[src/rtl/mem_bus_arbiter.sv]
// Two-master arbiter for the shared processor-memory bus: icache and dcache controller.
// Grants one requester per cycle and routes returning load tags back to the owner.
module mem_bus_arbiter #(
    parameter int NUM_MEM_TAGS = 15,
    parameter int DATA_SIZE    = 64,
    parameter int STARVE_LIMIT = 4,
    localparam int TW          = $clog2(NUM_MEM_TAGS + 1)
) (
    input  logic                 clock,
    input  logic                 reset,
    input  logic [1:0]           icache_command,
    input  logic [31:0]          icache_addr,
    input  logic [1:0]           dcache_command,
    input  logic [31:0]          dcache_addr,
    input  logic [DATA_SIZE-1:0] dcache_data,
    input  logic [TW-1:0]        mem_response,
    input  logic [DATA_SIZE-1:0] mem_data,
    input  logic [TW-1:0]        mem_tag,
    output logic [1:0]           arb_mem_command,
    output logic [31:0]          arb_mem_addr,
    output logic [DATA_SIZE-1:0] arb_mem_data,
    output logic [TW-1:0]        icache_response,
    output logic [DATA_SIZE-1:0] icache_rdata,
    output logic [TW-1:0]        icache_tag,
    output logic [TW-1:0]        dcache_response,
    output logic [DATA_SIZE-1:0] dcache_rdata,
    output logic [TW-1:0]        dcache_tag,
    output logic                 icache_grant,
    output logic                 dcache_grant,
    output logic [TW-1:0]        dcache_outstanding,
    output logic                 tag_error
);

    localparam int         SW       = $clog2(STARVE_LIMIT + 1);
    localparam logic [1:0] BUS_NONE = 2'd0;
    localparam logic [1:0] BUS_LOAD = 2'd1;

    logic [SW-1:0] r_starve_cnt;
    logic [TW-1:0] r_outstanding;
    logic          r_tag_error;
    logic          r_valid [0:NUM_MEM_TAGS];
    logic          r_owner [0:NUM_MEM_TAGS];   // 1 = dcache, 0 = icache

    logic          w_i_req;
    logic          w_d_req;
    logic          w_i_starved;
    logic          w_i_grant;
    logic          w_d_grant;
    logic [1:0]    w_grant_cmd;
    logic          w_alloc;
    logic          w_ret_in_range;
    logic          w_ret_hit;
    logic          w_ret_owner;
    logic          w_unowned;
    logic          w_d_inc;
    logic          w_d_dec;

    // Arbitration: dcache wins ties unless the icache has lost STARVE_LIMIT cycles in a row.
    assign w_i_req     = (icache_command != BUS_NONE);
    assign w_d_req     = (dcache_command != BUS_NONE);
    assign w_i_starved = (r_starve_cnt == SW'(STARVE_LIMIT));
    assign w_i_grant   = w_i_req && (!w_d_req || w_i_starved);
    assign w_d_grant   = w_d_req && !w_i_grant;

    assign w_grant_cmd = w_i_grant ? icache_command :
                         (w_d_grant ? dcache_command : BUS_NONE);

    assign w_alloc = (w_grant_cmd == BUS_LOAD) && (mem_response != '0) &&
                     (mem_response <= TW'(NUM_MEM_TAGS));

    assign w_ret_in_range = (mem_tag != '0) && (mem_tag <= TW'(NUM_MEM_TAGS));
    assign w_ret_hit      = w_ret_in_range && r_valid[mem_tag];
    assign w_ret_owner    = w_ret_in_range && r_owner[mem_tag];
    assign w_unowned      = (mem_tag != '0) && !w_ret_hit;

    assign w_d_inc = w_alloc && w_d_grant && (r_outstanding != TW'(NUM_MEM_TAGS));
    assign w_d_dec = w_ret_hit && w_ret_owner && (r_outstanding != '0);

    // Allocation takes precedence over the clearing return, so a tag that comes back and
    // is re-issued in the same cycle ends up owned by the new requester.
    generate
        for (genvar gi = 0; gi <= NUM_MEM_TAGS; gi++) begin : g_owner
            always_ff @(posedge clock or negedge reset) begin
                if (!reset) begin
                    r_valid[gi] <= 1'b0;
                    r_owner[gi] <= 1'b0;
                end else if (w_alloc && (mem_response == TW'(gi))) begin
                    r_valid[gi] <= 1'b1;
                    r_owner[gi] <= w_d_grant;
                end else if (w_ret_hit && (mem_tag == TW'(gi))) begin
                    r_valid[gi] <= 1'b0;
                end
            end
        end
    endgenerate

    always_ff @(posedge clock or negedge reset) begin
        if (!reset) begin
            r_starve_cnt <= '0;
        end else if (w_i_grant) begin
            r_starve_cnt <= '0;
        end else if (w_i_req && !w_i_starved) begin
            r_starve_cnt <= r_starve_cnt + SW'(1);
        end
    end

    always_ff @(posedge clock or negedge reset) begin
        if (!reset) begin
            r_outstanding <= '0;
        end else if (w_d_inc && !w_d_dec) begin
            r_outstanding <= r_outstanding + TW'(1);
        end else if (w_d_dec && !w_d_inc) begin
            r_outstanding <= r_outstanding - TW'(1);
        end
    end

    always_ff @(posedge clock or negedge reset) begin
        if (!reset) begin
            r_tag_error <= 1'b0;
        end else if (w_unowned) begin
            r_tag_error <= 1'b1;
        end
    end

    assign icache_grant    = w_i_grant;
    assign dcache_grant    = w_d_grant;
    assign arb_mem_command = w_grant_cmd;
    assign arb_mem_addr    = w_i_grant ? icache_addr : (w_d_grant ? dcache_addr : 32'd0);
    assign arb_mem_data    = w_d_grant ? dcache_data : '0;

    assign icache_response = w_i_grant ? mem_response : '0;
    assign dcache_response = w_d_grant ? mem_response : '0;

    assign icache_tag   = (w_ret_hit && !w_ret_owner) ? mem_tag  : '0;
    assign icache_rdata = (w_ret_hit && !w_ret_owner) ? mem_data : '0;
    assign dcache_tag   = (w_ret_hit &&  w_ret_owner) ? mem_tag  : '0;
    assign dcache_rdata = (w_ret_hit &&  w_ret_owner) ? mem_data : '0;

    assign dcache_outstanding = r_outstanding;
    assign tag_error          = r_tag_error;

endmodule

[config.mk]
export PLATFORM = sky130hd
export DESIGN_NAME = mem_bus_arbiter
export DESIGN_NICKNAME = d
export VERILOG_FILES = /design/src/rtl/mem_bus_arbiter.sv
export SDC_FILE = /design/constraint.sdc
export NUM_CORES = 1
export LEC_CHECK = 0
export ABC_CLOCK_PERIOD_IN_PS = 8000
export CAP_MARGIN = 10
export CORE_AREA = 3 3 174 176
export CTS_CLUSTER_DIAMETER = 80
export DETAILED_ROUTE_END_ITERATION = 8
export DIE_AREA = 0 0 177 179
export MAX_ROUTING_LAYER = met4
export PLACE_DENSITY = 0.44
export RECOVER_POWER = 100
export SYNTH_ARGS = -nofsm -noshare
export SYNTH_HDL_FRONTEND = slang
export SYNTH_SLANG_ARGS = --single-unit
export TNS_END_PERCENT = 10
[constraint.sdc]
create_clock -name clock -period 8 [get_ports clock]
set_input_delay 1.6 -clock clock [delete_from_list [all_inputs] [get_ports clock]]
set_output_delay 1.6 -clock clock [all_outputs]
set_load 0.01 [all_outputs]
# Yosys cells after proc, flatten, opt, wreduce, memory -nomap -nowiden
# Cells that the tools add are included.
# Widths: inputs -> output; s select.
# totals
ff_bits,40
latchBits,0
ram_bits,0
romBits,0
inputBits,206
mem_count,0
# classes
add_sub_neg,3
mul,0
n_div,0
order_cmp,3
n_eq_ne,33
shifts,0
muxes,53
bitwise_logic,1
n_reduce_logical,81
# ops
cell,n
$mux 64,3
$eq 4x4->1 const B,16
$mux 32,2
$logic_and 1x1->1,48
$reduce_bool 2->1,20
$mux 1,36
$eq 4x3->1 const B,8
$mux 4,6
$eq 4x2->1 const B,4
$reduce_bool 4->1,3
$bmux 1 s4,2
$eq 4x1->1 const B,2
$le 4x4->1 const B,2
$logic_not 4->1,2
$logic_not 1->1,7
$mux 3,2
$ge 5x5->1 const B,1
$not 4->5,1
$add 4x1->4 const B,1
$mux 2,2
$ne 4x4->1 const B,1
$sub 4x1->4 const B,1
$add 3x1->3 const B,1
$eq 3x3->1 const B,1
2 further kinds,2

# Logic depth before layout (Yosys ltp)
# depth
ltp_word,17
mapped_depth,16
mapped_depth_nobuf,14

# Worst setup path after synthesis
# No wires, ideal clock.
# synth_timing
path_type,input-to-output
startpoint,in mem_tag[0]
endpoint,out icache_rdata[0]
t_arrival_ps,3207
path_slack_ps,3193
stages,9
cell_sequence,buf_6 > buf_8 > mux4_2 > a22oi_2 > nand3_2 > nor2b_4 > buf_6 > buf_6 > and3_1
# synth_via
elab_chain_len,8
# synth_lines
element,line,rtl
"start, declared",18,"input logic [TW-1:0] mem_tag,"
$not 4->5 (not written as such),"72, 73",
$bmux 1 s4,73,assign w_ret_owner = w_ret_in_range && r_owner[mem_tag];
$mux 1 (not written as such) (2 in series),73,
$logic_and 1x1->1,73,
$logic_not 1->1,135,assign icache_rdata = (w_ret_hit && !w_ret_owner) ? mem_data : '0;
$logic_and 1x1->1 *,135,
$mux 64 *,135,
"end, declared",23,"output logic [DATA_SIZE-1:0] icache_rdata,"
# Every way passes the cells marked *; elsewhere a longest branch is shown, timed or not. The select of a mux whose other input is x is not followed.

# Worst setup path after layout
# layout_timing
startpoint,in mem_tag[0]
endpoint,out icache_rdata[11]
# Same word-level chain as after synthesis.

==> results.ini <==
[global_route]
grt_usage_pct=14.8
grt_pass1_vias=5566
antenna_found_initial=2
grt_pass1_wl_mm=35.0
grt-ovfl-total=0
grt_max_degree=70

[power]
peakVddDrop_mv=0.0934
p_seq_share_pct=22.8
sw_frac_of_total_pct=35.5
p_clk_share_pct=17.7
powerDensity_nw_per_um2=148
p_switching_uw=475
internal-power_uw=863
p_leak_uw=0.00424
combPwrFrac_pct=59.5

[worst_hold_path]
min_to=r_owner[15]$_DFFE_PN0P_
hold_depth=0
hold_path_startpoint=r_owner[15]$_DFFE_PN0P_
hold_class=reg2reg

[clock_network]
cts_hold_buf=0
cts_buffers=5
cts_root_buf=clkbuf_16
clk-insertion-delay-late_ns=0.28
clk_path_buf_depth=2
cts_sinks=40
cts_resized=0
cts_max_level=2
cts_setup_buffers=0
path_clk_slew_ns=0.06
tritoncts=built

[place]
portBuffers=454
hpwl_mm=20.9
finalWeightedCongestion=0.804

[logic_synthesis]
yosys.cell_types.count=38
seq_area_frac_synth_pct=24.2
synth_area_per_cell_um2=7.37
syn_nets=773
ys_ff_latch=40
postSynthCellCount=561
synth_warnings=0
synth_area_um2=4130

[finish]
area_growth_pct=119
drive_gt1_share_pct=4.42
layout.nets=1183

[detailed_routing]
dr.pass1.iters=4
vias=5473
finalWirelength_mm=25.1
drc_errors=0
ant_nets=0
vias_per_cell=4.03
drtIter0Drc=215
post_drt_wl_per_cell_um=18.5

[critical_path]
rr_startpoint=r_starve_cnt[0]$_DFFE_PN0P_
reg2regPathDepth=15
cp.arrival_ns=5.52
r2r_setup_slack_ns=3.56
worstPathRequired_ns=6.40
cp-end-kind=primary output
crit_type=in2out
worst_setup_path_start_kind=input port
crit_fanout=64
reg2reg_to=dcache_outstanding[3]$_DFFE_PN0P_

[sta]
finalHoldWorstSlack_ns=0.377
skew_ns=0.00888
maxSlewViolCount=41
fin_crit_sh_pct=89.0
final.setup.tns_ns=0
hold_violations=0
grt_setup_unrepaired=false
min_period_ns=7.12
finalSetupViolations=0
maxSlewHeadroom_pct=-51.0
worst_slew_pin_slew_ns=2.27
fmax_mhz=140

[floorplan]
io_pins=455
fp.coreArea_um2=28800
fp.dieH_um=179
dieArea_um2=31700
initial_core_util_pct=14.4
rows=62
die-width_um=177

[status]
status=finished, violations left
failed_checks=capacitance limit, slew limit

[flow_run]
drv_cap=1

power groups by stage:
stage | clock, uW | combinational [uW] | sequential [uW]
finish | 237 | 796 | 305
global route | 250 | 871 | 314
CTS | 244 | 853 | 306
detailed placement | 0 | 848 | 309
global placement | 0 | 853 | 308
floorplan | 0 | 387 | 300
cell families (layout without fill, tap and decap cells):
logic type / after synthesis / in the layout / synth area share, %
fa+ha+maj: 6 / 6 / 2.00
flops: 40 / 40 / 24.2
simple gates: 362 / 362 / 48.2
other cells: 0 / 2 / 0
xor+xnor: 4 / 4 / 0.848
compound gates: 63 / 63 / 8.14
buf+inv: 62 / 473 / 7.90
mux: 24 / 24 / 8.72
routing by layer:
layer / part of all wire (%) / vias to the layer above / track usage, %
li1: - / 2735 / -
met1: 38 / 2430 / 16.7
met2: 52 / 299 / 27.2
met3: 9.4 / 9 / 3.75
met4: 0.56 / 0 / 2.06
met5: 0 / - / -
worst max path at each step:
stage	start	endpoint	slack, ns	depth (start not counted)
global route	mem_tag[0]	icache_rdata[29]	0.60	8
finish	mem_tag[0]	icache_rdata[11]	0.88	8
global placement	mem_tag[0]	icache_rdata[19]	1.39	8
CTS	mem_tag[0]	icache_rdata[24]	1.37	8
floorplan	mem_tag[0]	icache_rdata[0]	3.19	9
detailed placement	mem_tag[0]	icache_rdata[24]	1.37	8
critical path, stage by stage:
cell and delay (ns):
dlygate4sd3_1 1.03, mux4_2 0.60, a22oi_2 0.20, nand3_2 0.13, nor2b_1 0.24, clkbuf_2 0.85
and3_1 0.28, clkdlybuf4s50_1 0.56
metrics by stage:
| step | instances | util (%) | total power [uW] | worst slack, ns | area [um^2] |
|---|---|---|---|---|---|
| 6_report | 1358 | 31.5 | 1340 | 0.877 | 9060 |
| 5_1_grt | 1358 | 31.5 | 1440 | 0.600 | 9060 |
| 4_1_cts | 1356 | 31.6 | 1400 | 1.37 | 9090 |
| 3_5_place_dp | 1348 | 31.0 | 1160 | 1.37 | 8910 |
| 3_3_place_gp | 1348 | 31.0 | 1160 | 1.39 | 8910 |
| 2_1_floorplan | 561 | - | 687 | 3.19 | 4130 |
final cells by class:
cell class	count	area, um^2
Fill cell	3085	19700
Multi-Input combinational cell	459	2800
Tap cell	384	480
Clock buffer	6	139
Inverter	4	15.0
Antenna cell	2	5.00
Timing Repair Buffer	461	4580
Sequential cell	40	1000
Clock inverter	2	38.8
synthesized netlist by cell type:
library cell  number  area, um^2
dfrtp_1           40        1000
and2_4             1        8.76
clkbuf_1          41         154
buf_8              1        15.0
or2_1              1        6.26
xnor2_1            3        26.3
a22oi_1            1        7.51
nor2_1            15        56.3
mux4_2             8         180
nor2b_4            1        13.8
nor2b_1            5        31.3
a21oi_1            5        25.0
or2_2              3        18.8
fa_1               1        20.0
nor3_1             2        10.0
clkbuf_2           4        20.0
a22oi_2            1        12.5
ha_1               5        62.6
and2_1            76         475
nand4_1            5        31.3
o21ai_1            1        5.00
nand3_2            1        10.0
and3_1           132         826
nand3b_1           3        22.5
a21o_1             2        15.0
inv_1              4        15.0
nand2b_1           8        50.1
nand2_1           97         364
buf_2              2        10.0
a41o_1             1        10.0
nand3_1           10        50.1
xor2_1             1        8.76
o21ai_0           51         255
or4_1              1        7.51
a31oi_1            1        6.26
mux2_2            16         180
and4_1             1        8.76
buf_6             10         113
registers in the layout (all words and copies together), names as in the netlist:
signal / count
r_starve_cnt: 3
dcache_outstanding: 4
tag_error: 1
r_valid: 16
r_owner: 16
layout by cell type (no fill, tap or decap), types with 4 or more instances in the layout:
cell type / count
o21ai_0: 52
nand2_1: 97
nand2b_1: 8
ha_1: 5
nor2b_1: 6
dfrtp_1: 40
mux2_2: 16
a21oi_1: 5
clkbuf_1: 4
nor2_1: 14
nand3_1: 10
dlygate4sd3_1: 147
clkbuf_16: 5
nand4_1: 5
and2_1: 38
clkdlybuf4s50_1: 306
inv_1: 4
mux4_2: 8
and3_1: 132
and2_0: 38
Note: power is estimated with default switching activity, not from simulation.
